===== src/rtl/arashi_mem_rd.sv =====
// Multi-thread read port for the arashi thread-shared memory.
// Round-robin arbitration onto one synchronous read port, two-cycle return to the requesting lane.
module arashi_mem_rd #(
  parameter int unsigned DATA_WIDTH = 32,
  parameter int unsigned MEM_WIDTH  = 8,
  parameter int unsigned THREAD_NUM = 4
) (
  input  logic                             clk,
  input  logic                             rst,
  input  logic [THREAD_NUM-1:0]            rd_req,
  input  logic [MEM_WIDTH*THREAD_NUM-1:0]  raddr,
  output logic [THREAD_NUM-1:0]            rd_gnt,
  output logic [THREAD_NUM-1:0]            rd_valid,
  output logic [DATA_WIDTH*THREAD_NUM-1:0] rdata,
  output logic                             mem_re,
  output logic [MEM_WIDTH-1:0]             mem_raddr,
  input  logic [DATA_WIDTH-1:0]            mem_rdata,
  output logic                             busy
);

  localparam int unsigned PW = (THREAD_NUM > 1) ? $clog2(THREAD_NUM) : 1;

  logic [PW-1:0]                    ptr_q, ptr_d;
  logic [THREAD_NUM-1:0]            gnt_d;
  logic [THREAD_NUM-1:0]            tag_q;
  logic [THREAD_NUM-1:0]            valid_q;
  logic [DATA_WIDTH*THREAD_NUM-1:0] rdata_q;
  logic                             found;
  int unsigned                      scan_idx;

  // Scan p, p+1, ... wrapping; first requester wins and the pointer moves past it.
  always_comb begin
    gnt_d     = '0;
    ptr_d     = ptr_q;
    mem_raddr = '0;
    found     = 1'b0;
    scan_idx  = 0;
    if (!rst) begin
      for (int unsigned i = 0; i < THREAD_NUM; i++) begin
        scan_idx = (32'(ptr_q) + i) % THREAD_NUM;
        if (!found && rd_req[scan_idx]) begin
          found           = 1'b1;
          gnt_d[scan_idx] = 1'b1;
          mem_raddr       = raddr[scan_idx*MEM_WIDTH +: MEM_WIDTH];
          ptr_d           = (scan_idx + 1 == THREAD_NUM) ? '0 : PW'(scan_idx + 1);
        end
      end
    end
  end

  assign rd_gnt = gnt_d;
  assign mem_re = |gnt_d;

  always_ff @(posedge clk) begin
    if (rst) begin
      ptr_q   <= '0;
      tag_q   <= '0;
      valid_q <= '0;
      rdata_q <= '0;
    end else begin
      ptr_q   <= ptr_d;
      tag_q   <= gnt_d;
      valid_q <= tag_q;
      for (int unsigned t = 0; t < THREAD_NUM; t++) begin
        if (tag_q[t]) rdata_q[t*DATA_WIDTH +: DATA_WIDTH] <= mem_rdata;
      end
    end
  end

  assign rd_valid = valid_q;
  assign rdata    = rdata_q;
  assign busy     = (|tag_q) | (|valid_q);

endmodule


===== config.mk =====
export PLATFORM = sky130hd
export DESIGN_NAME = arashi_mem_rd
export DESIGN_NICKNAME = d
export VERILOG_FILES = /design/src/rtl/arashi_mem_rd.sv
export SDC_FILE = /design/constraint.sdc
export NUM_CORES = 1
export LEC_CHECK = 0
export CAP_MARGIN = 5
export CORE_ASPECT_RATIO = 2
export CORE_UTILIZATION = 25
export CTS_CLUSTER_SIZE = 10
export DETAILED_ROUTE_END_ITERATION = 7
export PLACE_DENSITY_LB_ADDON = 0.05
export SYNTH_ARGS = -nofsm -noshare
export SYNTH_HDL_FRONTEND = slang
export SYNTH_SLANG_ARGS = --single-unit

===== constraint.sdc =====
create_clock -name clk -period 8.7 [get_ports clk]
set_clock_uncertainty 0.2 [all_clocks]
set_input_delay 2.61 -clock clk [delete_from_list [all_inputs] [get_ports clk]]
set_output_delay 2.61 -clock clk [all_outputs]
set_load 0.05 [all_outputs]

==> impl_results.md <==
- Status: complete, no violations
- TritonCTS buffer count: 17
- Slew @ Worst Pin: 0.740 ns
- Die span in y: 226 um
- Pwr/cell area: 335 mW/mm^2
- Buffers and inverters on the worst path: 2
- Setup crit start kind: input port
- CP Max Fanout: 12
- Initial Util: 0.255
- Reg clk slew, reported paths: 0.06 ns
- Clk buf depth: 2
- Area of the mapped netlist: 0.00629 mm^2
- Worst-path cell chain: clkdlybuf4s50_1 > or3b_2 > a2111oi_2 > o21ai_0 > a41oi_1 > or4_1 > buf_12
- Top-level port count: 216
- Nets: 872
- Placer Congestion: 0.747
- Unrepaired setup endpoints after global routing: false
- Vias: 5349
- Post-route DRC: 0
- Minimum clock period: 8.28 ns
- VDD IR max: 0.000142 V
- Row cnt: 81
- Min Hold Slack: 0.291 ns
- DP Worst Slack: 0.434 ns
- DRT Pass-1 Iters: 5
- Post-synth top flop: dfxtp_1
- PortBufs: 215
- First-pass GRT wire length: 31.6 mm
- Yosys warnings: 0
- Final WL: 21.0 mm
- Critical path's largest stage delay: 0.64 ns
- Max-slew violations: 0
- Post-CTS Resized: 0
- Root buf cell: clkbuf_16
- Critical path class: in2out
- Total gr overflow: 0
- Crit path DAT: 5.47 ns
- Core ar.: 0.0246 mm^2
- Largest net degree at the start of global routing: 56
- Die area: 0.0258 mm^2
- CTS H-tree lvls: 4
- Final setup fails: 0
- Worst path top cell family by delay: compound AO/OA/AOI/OAI gates
- Final hold vios: 0
- Synth Area per Inst: 10.5 um^2
- CP required: 5.89 ns
- CP endpoint kind: output port
- Max-Cap Viols: 0
- Initial DRC Count: 192
- Initial antenna violation count: 0
- Final WS setup: 0.418 ns
- DR WL/cell: 18.4 um
- Vias in the first global route: 5404
- ANT cells: 0
- Cells after synthesis: 600
- Seq cells post-synth: 138
- Part of the cycle the worst path needs: 0.952
- Setup bufs post-CTS: 0
- Static leakage: 3.26 nW
- Syn Nets: 676
- Sequential fraction of the synthesis area: 0.439
- CTS hold repair buffers: 0
- Vias per std cell: 4.69
- Total clock sinks: 138
- Worst-Skew Late Latency: 0.43 ns
- Hold Crit Class: reg2reg
- Fill count: 2503
- Async set-reset flop share out of synthesis: 0
- Tot GR Track Use: 0.167
- Antenna-violating nets left: 0
- Syn-to-layout area delta: 49.4%
- Rel. slew slack: 0.507
- CP max stage cell: a2111oi_2
- EDFF count, synth: 0
- Sum of negative setup slack: 0 ns
- Hpwl dp: 15.1 mm
- F_max: 0.121 GHz
- Final Util: 0.382
- CTS tree: done
- Share of cells above drive strength 1: 0.125
- Tot Pwr: 3.15 mW
- Die W: 114 um
- Number of distinct library cells after synthesis: 36
cell usage in the layout (no fill, tap or decap), types with 4 or more instances in the layout:
master	synthesis	routed
clkdlybuf4s50_1	0	201
nor2_1	134	134
dfxtp_1	138	133
mux2i_1	128	128
mux4_2	29	29
buf_4	1	24
nand2_1	19	19
a21oi_1	18	18
clkbuf_16	0	17
nand3b_1	14	14
a41oi_1	8	8
nor2b_1	7	7
o21ai_0	6	6
ha_1	6	6
nand3_1	5	5
a221o_1	5	5
buf_12	0	5
dfxtp_2	0	5
a221oi_1	4	4
layout make-up:
type / instances / area (um^2) / share of cell area
clock buffers: 19 / 453 / 0.0482
clock inverters: 13 / 166 / 0.0177
inverters: 2 / 7.51 / 0.000798
multi-input cells: 407 / 3300 / 0.351
flip-flops and latches: 138 / 2770 / 0.294
well taps: 332 / 415 / 0.0442
repair buffers: 230 / 2290 / 0.244
worst paths after layout:
kind	from	end	slack [ns]	depth (start not counted)
max reg2reg	ptr_q[1]	ptr_q[0]	5.15	10
min reg2reg	rdata[41]	rdata[41]	0.29	2
min	rdata[41]	rdata[41]	0.29	2
max	rd_req[0]	mem_re	0.42	7
routing by layer:
layer	GRT usage	up-vias	wire, um
li1	-	2525	-
met1	0.155	2601	7110
met2	0.334	197	12300
met3	0.0473	26	1120
met4	0.0620	0	472
met5	0	-	0
registers in the layout (all words and copies together), names as in the netlist:
register,count
ptr_q,2
rd_valid,4
tag_q,4
rdata,128
report_power, final:
group	internal, mW	switching (mW)
Combinational	0.628	0.973
Sequential	0.743	0.0554
Clock	0.467	0.283
Total	1.84	1.31
per-stage QoR:
| step | cell area, um^2 | std cells |
|---|---|---|
| final | 9400 | 1141 |
| after global routing | 9400 | 1141 |
| after CTS | 9400 | 1141 |
| after detailed placement | 8780 | 1109 |
| after global placement | 8780 | 1109 |
| after floorplan | 6290 | 600 |
cells by family after synthesis:
kind of cell / Yosys count / synth area share
compound gates: 50 / 0.0579
fa+ha+maj: 6 / 0.0119
buf+inv: 55 / 0.0366
flops: 138 / 0.439
mux: 160 / 0.320
simple gates: 191 / 0.135
synth_stat cells (3+ instances only):
cell	count	share of area
a32o_1	3	0.0048
a21oi_1	18	0.014
o21ai_0	6	0.0048
mux4_1	3	0.013
nor2b_1	7	0.0070
nor2_1	134	0.080
mux2i_1	128	0.20
ha_1	6	0.012
dfxtp_1	138	0.44
nand3b_1	14	0.017
mux4_2	29	0.10
buf_2	4	0.0032
or4_1	3	0.0036
nand3_1	5	0.0040
buf_1	8	0.0048
a221oi_1	4	0.0056
clkbuf_1	38	0.023
a41oi_1	8	0.011
nand2_1	19	0.011
a221o_1	5	0.0080
worst reg2reg max path, delay by kind of cell (launching register included):
family	cells	cell delay, ns
mux	1	0.47
buf+inv	4	1.05
fa+ha+maj	1	0.30
flops	1	0.30
simple gates	2	0.89
compound gates	2	0.26
Power figures use the tool's default switching activity.
